## src/rtl/step_reg_write_arbiter.sv

```systemverilog
// Round-robin arbiter serialising register writes from NUM_REQ requesters onto one PWM register port, with motor-register flush on disable.
// Latency: grant in the request cycle (combinational req_ready), wr pulse one cycle later; grant-to-grant spacing MIN_GAP+2 cycles.
// Backpressure: requesters hold valid/addr/data until their one-hot req_ready; req_ready stays low while busy or a flush is pending.
module step_reg_write_arbiter #(
    parameter int          NUM_REQ    = 4,
    parameter int          MOTOR_NUM  = 8,
    parameter logic [15:0] FLUSH_BASE = 16'h0000,
    parameter int          MIN_GAP    = 2
) (
    input  logic                   hclk,
    input  logic                   rst,
    input  logic [NUM_REQ-1:0]     req_valid,
    input  logic [16*NUM_REQ-1:0]  req_addr,
    input  logic [16*NUM_REQ-1:0]  req_data,
    output logic [NUM_REQ-1:0]     req_ready,
    input  logic                   nENIn,
    output logic [15:0]            address,
    output logic [15:0]            wrData,
    output logic                   wr,
    output logic                   busy
);

    localparam int GW = $clog2(NUM_REQ);

    typedef enum logic [2:0] {
        IDLE,
        ISSUE,
        GAP,
        FLUSH_ISSUE,
        FLUSH_GAP
    } state_t;

    state_t          r_state;
    state_t          w_next_state;
    logic [3:0]      r_gap_cnt;
    logic [15:0]     r_k;
    logic [GW-1:0]   r_last_grant;
    logic            r_nen_q;
    logic            r_flush_pending;
    logic [15:0]     r_address;
    logic [15:0]     r_wrdata;

    logic            w_found;
    logic [GW-1:0]   w_winner;
    logic [GW-1:0]   w_idx;
    logic            w_grant;
    logic            w_start_flush;
    logic            w_gap_done;
    logic            w_k_last;
    logic            w_nen_rise;

    assign w_gap_done = (r_gap_cnt == 4'(MIN_GAP - 1));
    assign w_k_last   = (r_k == 16'(MOTOR_NUM - 1));
    assign w_nen_rise = ~r_nen_q & nENIn;

    assign address = r_address;
    assign wrData  = r_wrdata;
    assign busy    = (r_state != IDLE) || r_flush_pending;

    // Round-robin search: first valid requester after the last grant, wrapping.
    always_comb begin
        w_found  = 1'b0;
        w_winner = '0;
        w_idx    = '0;
        for (int i = 1; i <= NUM_REQ; i++) begin
            w_idx = GW'((int'(r_last_grant) + i) % NUM_REQ);
            if (!w_found && req_valid[w_idx]) begin
                w_found  = 1'b1;
                w_winner = w_idx;
            end
        end
    end

    // State register.
    always_ff @(posedge hclk) begin
        if (!rst) begin
            r_state <= IDLE;
        end else begin
            r_state <= w_next_state;
        end
    end

    // Next-state and strobes; a pending flush takes priority over requests in IDLE.
    always_comb begin
        w_next_state  = r_state;
        req_ready     = '0;
        wr            = 1'b0;
        w_grant       = 1'b0;
        w_start_flush = 1'b0;
        case (r_state)
            IDLE: begin
                if (r_flush_pending) begin
                    w_start_flush = 1'b1;
                    w_next_state  = FLUSH_ISSUE;
                end else if (w_found) begin
                    req_ready    = NUM_REQ'(1) << w_winner;
                    w_grant      = 1'b1;
                    w_next_state = ISSUE;
                end
            end
            ISSUE: begin
                wr           = 1'b1;
                w_next_state = GAP;
            end
            GAP: begin
                if (w_gap_done) begin
                    w_next_state = IDLE;
                end
            end
            FLUSH_ISSUE: begin
                wr           = 1'b1;
                w_next_state = FLUSH_GAP;
            end
            FLUSH_GAP: begin
                if (w_gap_done) begin
                    w_next_state = w_k_last ? IDLE : FLUSH_ISSUE;
                end
            end
            default: w_next_state = IDLE;
        endcase
    end

    // Datapath: enable edge detect, flush bookkeeping, captured write, gap timing.
    always_ff @(posedge hclk) begin
        if (!rst) begin
            r_nen_q         <= 1'b1;
            r_flush_pending <= 1'b0;
            r_k             <= '0;
            r_gap_cnt       <= '0;
            r_last_grant    <= GW'(NUM_REQ - 1);
            r_address       <= '0;
            r_wrdata        <= '0;
        end else begin
            r_nen_q <= nENIn;

            // A new rising edge wins over the clear so a re-trigger is never lost.
            if (w_nen_rise) begin
                r_flush_pending <= 1'b1;
            end else if (w_start_flush) begin
                r_flush_pending <= 1'b0;
            end

            if (w_grant) begin
                r_address    <= req_addr[16*w_winner +: 16];
                r_wrdata     <= req_data[16*w_winner +: 16];
                r_last_grant <= w_winner;
            end

            if (w_start_flush) begin
                r_k       <= '0;
                r_address <= FLUSH_BASE;
                r_wrdata  <= '0;
            end

            if (r_state == FLUSH_GAP && w_gap_done && !w_k_last) begin
                r_k       <= r_k + 16'd1;
                r_address <= FLUSH_BASE + r_k + 16'd1;
            end

            if (r_state == GAP || r_state == FLUSH_GAP) begin
                r_gap_cnt <= r_gap_cnt + 4'd1;
            end else begin
                r_gap_cnt <= '0;
            end
        end
    end

endmodule
```

## config.mk

```make
export PLATFORM = sky130hd
export DESIGN_NAME = step_reg_write_arbiter
export DESIGN_NICKNAME = d
export VERILOG_FILES = /design/src/rtl/step_reg_write_arbiter.sv
export SDC_FILE = /design/constraint.sdc
export NUM_CORES = 1
export LEC_CHECK = 0
export BUFFER_PORTS_ARGS = -buffer_cell sky130_fd_sc_hd__buf_4
export CORE_ASPECT_RATIO = 1.2
export CORE_MARGIN = 10
export CORE_UTILIZATION = 48
export CTS_CLUSTER_DIAMETER = 200
export DETAILED_ROUTE_END_ITERATION = 6
export PLACE_DENSITY = 0.82
export SYNTH_ARGS = -nofsm -noshare
export SYNTH_HDL_FRONTEND = slang
export SYNTH_SLANG_ARGS = --single-unit
```

## constraint.sdc

```tcl
create_clock -name hclk -period 3.05 [get_ports hclk]
set_input_delay 0.305 -clock hclk [delete_from_list [all_inputs] [get_ports hclk]]
set_output_delay 0.305 -clock hclk [all_outputs]
set_load 0.005 [all_outputs]
```

==> impl_metrics.ini, run 1 <==
[pwr]
vdd_drop_max_mv = 0.420
power_density_nw_per_um2 = 559
seqPwrFrac_pct = 33.1
switching_power_share_of_the_total_pct = 32.8
power.internal_w = 0.00201
power_leakage_nw = 2.40
power_frac_comb_pct = 40.4
switching_power_w = 0.000982
share_clk_of_total_power_pct = 26.5

[final_layout]
n_fill_cell = 640
antenna_cells = 0
area.growth.synth_to_final_pct = 41.3
final_layout_size_suffix_gt1_share_pct = 38.6
nets = 741
multi_input_comb_area_um2 = 2440
seqCellArea_um2 = 1180
finish.utilization_pct = 69.7

[sta]
final.setup.tns_ns = 0
worst-slew-pin-transition_ns = 0.783
max_slew_margin_pct = 47.6
final.setup_skew_ns = 0.00701
setup_viol = 0
report.final.slew_viol_count = 0
hold_violations = 0
fmax_mhz = 393
rsz0062_at_grt = no
final.min_clock_period_ns = 2.55
final_min_period_over_clock_period_pct = 83.5

[global_routing]
grt_first_pass_wirelength_um = 21100
grt_max_degree = 40
grt_pass1_vias = 4246
number_of_antenna_violations_at_the_first_check_in_global_routing = 0
grtUsageTotal_pct = 22.2
grt_remaining_overflow = 0

[clock_tree]
cts-htree-levels = 3
tritoncts = built
cts.root.buffer_cell = sky130_fd_sc_hd__clkbuf_8
post-cts-setup-buffer-count = 0
postCtsResizedCells = 0
cts-root-to-sink-buffers = 2
clock_sinks = 59
clock_buffer_count_from_cts = 9
clock_slew_at_the_register_clock_pins_of_the_worst_setup_and_hold_paths_ns = 0.07
cts-hold-fix-buffers = 0
clock_latency_ns = 0.34

[place]
port_buffers = 172
dpl.hpwl_um = 10600
place_congestion = 0.922

[routing]
detail_route.wirelength_um = 13500
drcViolationCount = 0
final_antenna_net_count = 0
top_layer_used = met4
dr_wl_met2_um = 7010
routedWlPerCell_um = 19.3
via_count = 4028
m1WireLength_um = 4820
drt-vias-per-instance = 5.76
dr_pass1_iterations = 6
drt_iter0_markers = 311
dr_wl_met3_um = 1300

[worst_hold_path]
hp-class = primary input to register
min_delay_path_depth = 3

[yosys]
netlist_instances = 443
synth-edff-count = 0
netlist-cell-type-count = 58
synth-seq-area-share_pct = 31.2
synth.yosys.warnings = 0
post_synthesis_sequential_element_count = 59
synth_flop_cell = sky130_fd_sc_hd__dfxtp_1
mappedNetlistNets = 581
synthesis.area_um2 = 3780
synthArstFlopShare_pct = 0
postSynthAreaPerCell_um2 = 8.54

[worst_setup_path]
worst-endpoint-arrival_ns = 2.73
cp_max_fo = 15
critPathLaunchType = register
reg2reg_depth = 7
crit_required_ns = 3.23
setup.worst_path.end_class = register
timing.setup.critical_path_class = register to register

[die]
die_area_um2 = 11800
die_w_um = 101
core_region_area_um2 = 7660
start_util_pct = 49.4
chipHeight_um = 117
ios = 173
num_rows = 35

[job]
max_cap_viol_count = 0

[outcome]
result_of_the_run = finished, final reports clean
[cell families (layout without fill, tap and decap cells)]
group | count (synthesis) | after routing | share of synthesized area (%)
flops | 59 | 59 | 31.2
buf+inv | 41 | 205 | 4.66
simple gates | 147 | 147 | 19.3
mux | 76 | 76 | 21.1
fa+ha+maj | 3 | 3 | 0.992
xor+xnor | 17 | 17 | 3.94
compound gates | 100 | 100 | 18.8
[routing by layer]
layer	up-vias	track usage, %
li1	1942	-
met1	1875	23.0
met2	183	38.6
met3	28	9.04
met4	0	9.40
met5	-	0
[layout make-up]
type | instances | area share [%]
Multi-Input combinational cell | 343 | 45.7
Clock buffer | 10 | 2.57
Inverter | 9 | 0.632
Timing Repair Buffer | 181 | 25.4
Sequential cell | 59 | 22.1
Clock inverter | 5 | 1.45
Tap cell | 92 | 2.15
[worst max-delay path, stage by stage, from the launching register on]
cell                        delay (ns)
sky130_fd_sc_hd__dfxtp_1          0.39
sky130_fd_sc_hd__ha_1             0.17
sky130_fd_sc_hd__or3b_4           0.40
sky130_fd_sc_hd__or4_4            0.46
sky130_fd_sc_hd__or2_1            0.44
sky130_fd_sc_hd__nand2_2          0.27
sky130_fd_sc_hd__a2bb2oi_1        0.20
sky130_fd_sc_hd__a311oi_1         0.06
[Yosys cell counts (3+ instances only)]
cell type | number | area (um^2)
sky130_fd_sc_hd__dfxtp_1 | 59 | 1180
sky130_fd_sc_hd__nand2_1 | 52 | 195
sky130_fd_sc_hd__mux2i_1 | 46 | 460
sky130_fd_sc_hd__mux2_2 | 30 | 338
sky130_fd_sc_hd__nor2_1 | 26 | 97.6
sky130_fd_sc_hd__clkbuf_1 | 21 | 78.8
sky130_fd_sc_hd__o21ai_0 | 19 | 95.1
sky130_fd_sc_hd__o22ai_1 | 18 | 113
sky130_fd_sc_hd__nor3_1 | 13 | 65.1
sky130_fd_sc_hd__nand3_1 | 12 | 60.1
sky130_fd_sc_hd__buf_2 | 9 | 45.0
sky130_fd_sc_hd__inv_1 | 9 | 33.8
sky130_fd_sc_hd__xor2_1 | 9 | 78.8
sky130_fd_sc_hd__a221oi_1 | 8 | 70.1
sky130_fd_sc_hd__xnor2_1 | 8 | 70.1
sky130_fd_sc_hd__a21boi_0 | 7 | 52.6
sky130_fd_sc_hd__and2_1 | 7 | 43.8
sky130_fd_sc_hd__nand3b_1 | 7 | 52.6
sky130_fd_sc_hd__a21boi_1 | 6 | 45.0
sky130_fd_sc_hd__nor2b_1 | 5 | 31.3
sky130_fd_sc_hd__o21a_1 | 5 | 37.5
sky130_fd_sc_hd__a21oi_1 | 4 | 20.0
sky130_fd_sc_hd__a31oi_1 | 4 | 25.0
sky130_fd_sc_hd__and4_1 | 4 | 35.0
sky130_fd_sc_hd__nor4_1 | 4 | 25.0
sky130_fd_sc_hd__a211oi_1 | 3 | 22.5
sky130_fd_sc_hd__a22oi_1 | 3 | 22.5
sky130_fd_sc_hd__and3_1 | 3 | 18.8
sky130_fd_sc_hd__ha_1 | 3 | 37.5
sky130_fd_sc_hd__o211ai_1 | 3 | 22.5
[power by group through the flow]
stage	clock, W	combinational (W)	sequential (W)
floorplan	0	0.000690	0.000989
global placement	0	0.00119	0.000996
detailed placement	0	0.00121	0.00100
CTS	0.000798	0.00121	0.000987
global route	0.000826	0.00131	0.00100
finish	0.000792	0.00121	0.000989
[registers in the layout, summed over array words and instances (netlist names)]
name	flops
address	16
r_flush_pending	1
r_gap_cnt	4
r_k	16
r_last_grant	2
r_nen_q	1
r_state	3
wrData	16
[per-stage QoR]
step	power, W	setup slack (ns)	instances	cell area (um^2)	hold WS [ns]
after global routing	0.00314	0.276	699	5350	0.166
after detailed placement	0.00221	0.524	684	5130	0.458
after global placement	0.00218	0.618	684	5130	0.447
final	0.00299	0.503	699	5350	0.155
after floorplan	0.00168	0.865	443	3780	0.401
after CTS	0.00300	0.512	699	5350	0.155
[final timing paths]
kind                                           endpoint  slack [ns]               startpoint
worst min register to register   wrData[5]$_SDFFE_PP0P_        0.47   wrData[5]$_SDFFE_PP0P_
worst min-delay path                 r_nen_q$_SDFF_PN1_        0.15                    nENIn
worst max register to register  address[1]$_SDFFE_PN0P_        0.50  r_gap_cnt[0]$_SDFF_PN0_
worst max-delay path            address[1]$_SDFFE_PN0P_        0.50  r_gap_cnt[0]$_SDFF_PN0_
[cell usage in the layout, fill, tap and decap left out, drive strengths merged, types with 3 or more instances in the layout]
master	netlist	routed
o21ai	19	19
nor2	27	27
and4	4	4
nand2	53	53
nand3	12	12
xor2	9	9
nor2b	5	5
mux2	30	30
o211ai	3	3
o21a	5	5
xnor2	8	8
and3	3	3
o22ai	18	18
a221oi	8	8
nand3b	7	7
clkbuf	21	10
nor3	13	13
nor4	4	4
mux2i	46	46
a21boi	13	13
buf	11	181
a21oi	4	4
a211oi	4	4
a31oi	4	4
inv	9	9
a22oi	3	3
dfxtp	59	59
ha	3	3
and2	8	8
Note: power is estimated with default switching activity, not from simulation.
==> inputs of run 2 (changes only) <==
--- a/config.mk
+++ b/config.mk
@@ -8,10 +8,10 @@
 export BUFFER_PORTS_ARGS = -buffer_cell sky130_fd_sc_hd__buf_4
 export CORE_ASPECT_RATIO = 1.2
 export CORE_MARGIN = 10
-export CORE_UTILIZATION = 48
+export CORE_UTILIZATION = 43
 export CTS_CLUSTER_DIAMETER = 200
 export DETAILED_ROUTE_END_ITERATION = 6
-export PLACE_DENSITY = 0.82
+export PLACE_DENSITY = 0.77
 export SYNTH_ARGS = -nofsm -noshare
 export SYNTH_HDL_FRONTEND = slang
 export SYNTH_SLANG_ARGS = --single-unit
==> constraint.sdc (replaced) <==
create_clock -name hclk -period 2.3 [get_ports hclk]
set_input_delay 0.23 -clock hclk [delete_from_list [all_inputs] [get_ports hclk]]
set_output_delay 0.23 -clock hclk [all_outputs]
set_load 0.005 [all_outputs]
==> run 2 against run 1 <==
  * Die area grew 9.4%
  * Utilization shrank 4.5 points
  * Sequential power grew 32%
  * Power grew 32%
  * Combinational power grew 45%
  * Final cell count grew 6.7%
==> impl_metrics.ini, run 2 (same netlist as run 1, synthesis figures left out) <==
[clock_tree]
tritoncts = built
cts-root-to-sink-buffers = 2
clock_sinks = 59
clock_latency_ns = 0.34
cts.root.buffer_cell = sky130_fd_sc_hd__clkbuf_8
clock_slew_at_the_register_clock_pins_of_the_worst_setup_and_hold_paths_ns = 0.07
cts-hold-fix-buffers = 0
cts-htree-levels = 3
clock_buffer_count_from_cts = 9

[die]
core_region_area_um2 = 8560
ios = 173
num_rows = 37
die_area_um2 = 13000
chipHeight_um = 123
start_util_pct = 44.2
die_w_um = 106

[pwr]
vdd_drop_max_mv = 0.383
power_density_nw_per_um2 = 705
power_leakage_nw = 2.53
p_total_w = 0.00394

[routing]
final_antenna_net_count = 0
drt_iter0_markers = 199
drt-vias-per-instance = 5.53
dr_pass1_iterations = 5
drcViolationCount = 0
detail_route.wirelength_um = 13900
via_count = 4122
routedWlPerCell_um = 18.7

[final_layout]
multi_input_comb_area_um2 = 2450
area.growth.synth_to_final_pct = 47.6
nets = 763
antenna_cells = 0
final_layout_size_suffix_gt1_share_pct = 40.9
finish.utilization_pct = 65.2
seqCellArea_um2 = 1180
n_fill_cell = 718
most_common_library_cell_in_the_layout_ignoring_fill_and_taps = sky130_fd_sc_hd__buf_4
layout.cells.most_common_list = sky130_fd_sc_hd__buf_4, sky130_fd_sc_hd__dfxtp_1, sky130_fd_sc_hd__nand2_1, sky130_fd_sc_hd__mux2i_1, sky130_fd_sc_hd__mux2_2

[worst_setup_path]
cp_max_fo = 6
worstSetupStartpoint = r_gap_cnt[1]$_SDFF_PN0_
worstReg2RegStart = r_gap_cnt[1]$_SDFF_PN0_
crit_required_ns = 2.57
timing.setup.critical_path_class = register to register
critPathLaunchType = register
worst-endpoint-arrival_ns = 2.49
setup.worst_path.end_class = register

[global_routing]
grt_first_pass_wirelength_um = 21100
grt_remaining_overflow = 0
grt_pass1_vias = 4309
number_of_antenna_violations_at_the_first_check_in_global_routing = 0
grt_max_degree = 56
grtUsageTotal_pct = 20.0

[worst_hold_path]
hp-class = primary input to register
holdCritStartpoint = nENIn

[sta]
hold_violations = 0
worst-slew-pin-transition_ns = 0.441
final.setup_skew_ns = 0.0116
setup_viol = 0
max_slew_margin_pct = 70.4
fmax_mhz = 451
final_min_period_over_clock_period_pct = 96.4
final.min_clock_period_ns = 2.22
report.final.slew_viol_count = 0
final_critical_path_setup_slack_ns = 0.0821

[place]
place_ws_ns = 0.0594
port_buffers = 172
dpl.hpwl_um = 10700
place_congestion = 0.909

[outcome]
result_of_the_run = finished, final reports clean

[job]
max_cap_viol_count = 0
run 2: cell types whose count changed in the layout (fill, tap and decap cells not counted), sizes merged:
cell,before,now
buf,181,201
bufinv,2,0
clkbuf,10,15
clkinvlp,1,0
run 2: metrics by stage:
step	instance area, um^2	instances	hold WS, ns	setup TNS, ns
floorplan	3780	443	0.326	0
global placement	5340	728	0.439	0
detailed placement	5340	728	0.442	0
CTS	5520	743	0.103	0
global route	5580	746	0.102	-0.00749
finish	5580	746	0.106	0
run 2: where the power goes:
group	internal [W]	leakage, nW	switching (W)
clock network	0.000470	0.0953	0.000407
logic	0.000955	1.95	0.000802
registers	0.00119	0.484	0.000116
run 2: critical path, stage by stage (launching register included):
cell,delay (ns)
sky130_fd_sc_hd__dfxtp_1,0.32
sky130_fd_sc_hd__inv_1,0.06
sky130_fd_sc_hd__ha_1,0.13
sky130_fd_sc_hd__or3b_4,0.37
sky130_fd_sc_hd__or4_4,0.46
sky130_fd_sc_hd__or2_4,0.29
sky130_fd_sc_hd__buf_4,0.16
sky130_fd_sc_hd__nor2_1,0.12
sky130_fd_sc_hd__o21ai_0,0.10
sky130_fd_sc_hd__a21boi_1,0.14
run 2: layout make-up:
type | count | share of cell area (%)
inverters | 9 | 0.605
clock buffers | 13 | 3.02
flip-flops and latches | 59 | 21.2
repair buffers | 203 | 28.6
clock inverters | 2 | 0.179
multi-input cells | 343 | 43.8
well taps | 117 | 2.62
run 2: path summary, 6_finish.rpt:
check             slack [ns]                 endpoint  cells after the start
setup reg to reg        0.08      r_k[8]$_SDFFE_PN0P_                      9
hold / removal          0.11       r_nen_q$_SDFF_PN1_                      3
setup / recovery        0.08      r_k[8]$_SDFFE_PN0P_                      9
hold reg to reg         0.47  wrData[14]$_SDFFE_PP0P_                      2
run 2: timing repair:
item                       4_1_cts  5_1_grt
gates resized for setup          0        3
setup endpoints to repair        0       18
setup buffers                    0        1
run 2: per-layer routing:
layer  track usage [%]  up-vias  routed length, um
met2              35.6      169               7010
met3              7.66       19               1130
met5                 0        -                  0
met1              21.8     1949               5580
met4              5.51        0                214
li1                  -     1985                  -
==> inputs of run 3 (changes only) <==
--- a/config.mk
+++ b/config.mk
@@ -6,12 +6,15 @@
 export NUM_CORES = 1
 export LEC_CHECK = 0
 export BUFFER_PORTS_ARGS = -buffer_cell sky130_fd_sc_hd__buf_4
+export CELL_PAD_IN_SITES_DETAIL_PLACEMENT = 0
+export CELL_PAD_IN_SITES_GLOBAL_PLACEMENT = 1
 export CORE_ASPECT_RATIO = 1.2
 export CORE_MARGIN = 10
-export CORE_UTILIZATION = 43
+export CORE_UTILIZATION = 30
 export CTS_CLUSTER_DIAMETER = 200
 export DETAILED_ROUTE_END_ITERATION = 6
-export PLACE_DENSITY = 0.77
+export MAX_ROUTING_LAYER = met4
+export PLACE_DENSITY = 0.76
 export SYNTH_ARGS = -nofsm -noshare
 export SYNTH_HDL_FRONTEND = slang
 export SYNTH_SLANG_ARGS = --single-unit
==> run 3 against run 2 <==
  * Global-route usage down 3.5 points
  * Combinational power about the same
  * Clock power up 34%
  * First-iteration DRC count up 32%
  * Wire length up 7.8%
  * Clock skew down 0.0050 ns
  * Worst hold slack worse by 0.0018 ns
  * Sequential power about the same
  * Worst setup slack worse by 0.018 ns
  * Largest cell class unchanged
==> impl_metrics.ini, run 3 (same netlist as run 1, synthesis figures left out) <==
[routing]
final_antenna_net_count = 0
via_count = 4077
drcViolationCount = 0
routedWlPerCell_um = 19.0
detail_route.wirelength_um = 15000
dr_pass1_iterations = 4
drt-vias-per-instance = 5.15
drt_iter0_markers = 262

[sta]
worst-slew-pin-transition_ns = 0.479
setup_viol = 0
final_min_period_over_clock_period_pct = 97.2
final.setup.tns_ns = 0
hold_violations = 0
final_critical_path_setup_slack_ns = 0.0638
max_slew_margin_pct = 67.8
final.min_clock_period_ns = 2.24
fmax_mhz = 447
final.hold.worst_slack_ns = 0.104
rsz0062_at_grt = yes
final.setup_skew_ns = 0.00657
report.final.slew_viol_count = 0

[pwr]
p_total_w = 0.00425
power_density_nw_per_um2 = 733
vdd_drop_max_mv = 0.382
power_leakage_nw = 2.58

[global_routing]
grtUsageTotal_pct = 16.4
grt_first_pass_wirelength_um = 22500
number_of_antenna_violations_at_the_first_check_in_global_routing = 0
grt_remaining_overflow = 0
grt_pass1_vias = 4105
grt_max_degree = 40

[clock_tree]
cts-root-to-sink-buffers = 2
cts-hold-fix-buffers = 0
cts.root.buffer_cell = sky130_fd_sc_hd__clkbuf_16
cts-htree-levels = 3
clock_sinks = 59
clock_latency_ns = 0.32
clock_buffer_count_from_cts = 9
tritoncts = built
clock_slew_at_the_register_clock_pins_of_the_worst_setup_and_hold_paths_ns = 0.05

[worst_hold_path]
hp-class = primary input to register
holdCritStartpoint = nENIn

[die]
die_w_um = 123
ios = 173
num_rows = 44
start_util_pct = 31.0
core_region_area_um2 = 12200
die_area_um2 = 17500
chipHeight_um = 143

[worst_setup_path]
worstReg2RegStart = r_gap_cnt[1]$_SDFF_PN0_
cp_max_fo = 8
timing.setup.critical_path_class = register to register
crit_required_ns = 2.53
worstSetupStartpoint = r_gap_cnt[1]$_SDFF_PN0_
setup.worst_path.end_class = register
critPathLaunchType = register
worst-endpoint-arrival_ns = 2.46

[place]
dpl.hpwl_um = 11800
place_congestion = 0.863
port_buffers = 172
place_ws_ns = -0.0251

[final_layout]
nets = 765
layout.cells.most_common_list = sky130_fd_sc_hd__buf_4, sky130_fd_sc_hd__dfxtp_1, sky130_fd_sc_hd__nand2_1, sky130_fd_sc_hd__mux2i_1, sky130_fd_sc_hd__mux2_2
area.growth.synth_to_final_pct = 53.2
final_layout_size_suffix_gt1_share_pct = 42.2
multi_input_comb_area_um2 = 2480
finish.utilization_pct = 47.4
seqCellArea_um2 = 1180
antenna_cells = 0
n_fill_cell = 1233
most_common_library_cell_in_the_layout_ignoring_fill_and_taps = sky130_fd_sc_hd__buf_4

[outcome]
result_of_the_run = finished, final reports clean

[job]
max_cap_viol_count = 0
[run 3: cell types whose count changed in the layout (fill, tap and decap cells not counted), moves of 3 or more]
cell                        before  now
sky130_fd_sc_hd__clkbuf_8       12    1
sky130_fd_sc_hd__clkbuf_16       2   10
sky130_fd_sc_hd__o21ai_0        19   14
sky130_fd_sc_hd__o21ai_1         0    5
sky130_fd_sc_hd__nor2_1         25   21
sky130_fd_sc_hd__buf_4         198  195
sky130_fd_sc_hd__nor2_2          0    3
[run 3: final timing paths]
check	to	cells after the start	slack, ns
setup / recovery	address[3]$_SDFFE_PN0P_	9	0.06
hold / removal	r_nen_q$_SDFF_PN1_	3	0.10
setup reg to reg	address[3]$_SDFFE_PN0P_	9	0.06
hold reg to reg	wrData[10]$_SDFFE_PP0P_	2	0.47
[run 3: layout make-up]
cell class / count / area share [%]
multi-input cells: 343 / 42.8
repair buffers: 205 / 28.2
clock buffers: 12 / 4.25
clock inverters: 3 / 0.259
well taps: 161 / 3.48
inverters: 9 / 0.583
flip-flops and latches: 59 / 20.4
[run 3: worst max-delay path, cell delays in order, from the launching register on]
cell and delay [ns]:
sky130_fd_sc_hd__dfxtp_2 0.32, sky130_fd_sc_hd__inv_1 0.05, sky130_fd_sc_hd__ha_1 0.13, sky130_fd_sc_hd__or3b_4 0.39
sky130_fd_sc_hd__or4_4 0.47, sky130_fd_sc_hd__nor2_4 0.22, sky130_fd_sc_hd__buf_12 0.15, sky130_fd_sc_hd__buf_4 0.10
sky130_fd_sc_hd__a221oi_1 0.04, sky130_fd_sc_hd__a221oi_1 0.27
[run 3: stage by stage]
step	instance area [um^2]	std cells
floorplan	3780	443
global placement	5380	768
detailed placement	5380	768
CTS	5650	783
global route	5800	792
finish	5800	792
[run 3: power breakdown]
part           total (W)  switching, W  internal, W  leakage (nW)
registers        0.00132      0.000127      0.00119         0.484
clock network    0.00118      0.000437     0.000745         0.132
logic            0.00174      0.000798     0.000947          1.96
total            0.00425       0.00136      0.00289          2.58
[run 3: per-layer routing]
metal / track usage [%] / share of wire, %
met5: - / 0
met4: 3.54 / 0.73
met3: 4.38 / 7.9
met2: 28.2 / 50
met1: 18.7 / 41
[run 3: what timing repair did]
action | 4_1_cts | 5_1_grt
gates cloned | 0 | 1
pin swaps | 1 | 9
setup buffers | 0 | 8
endpoints found under the setup margin | 6 | 22
resized for setup | 3 | 21
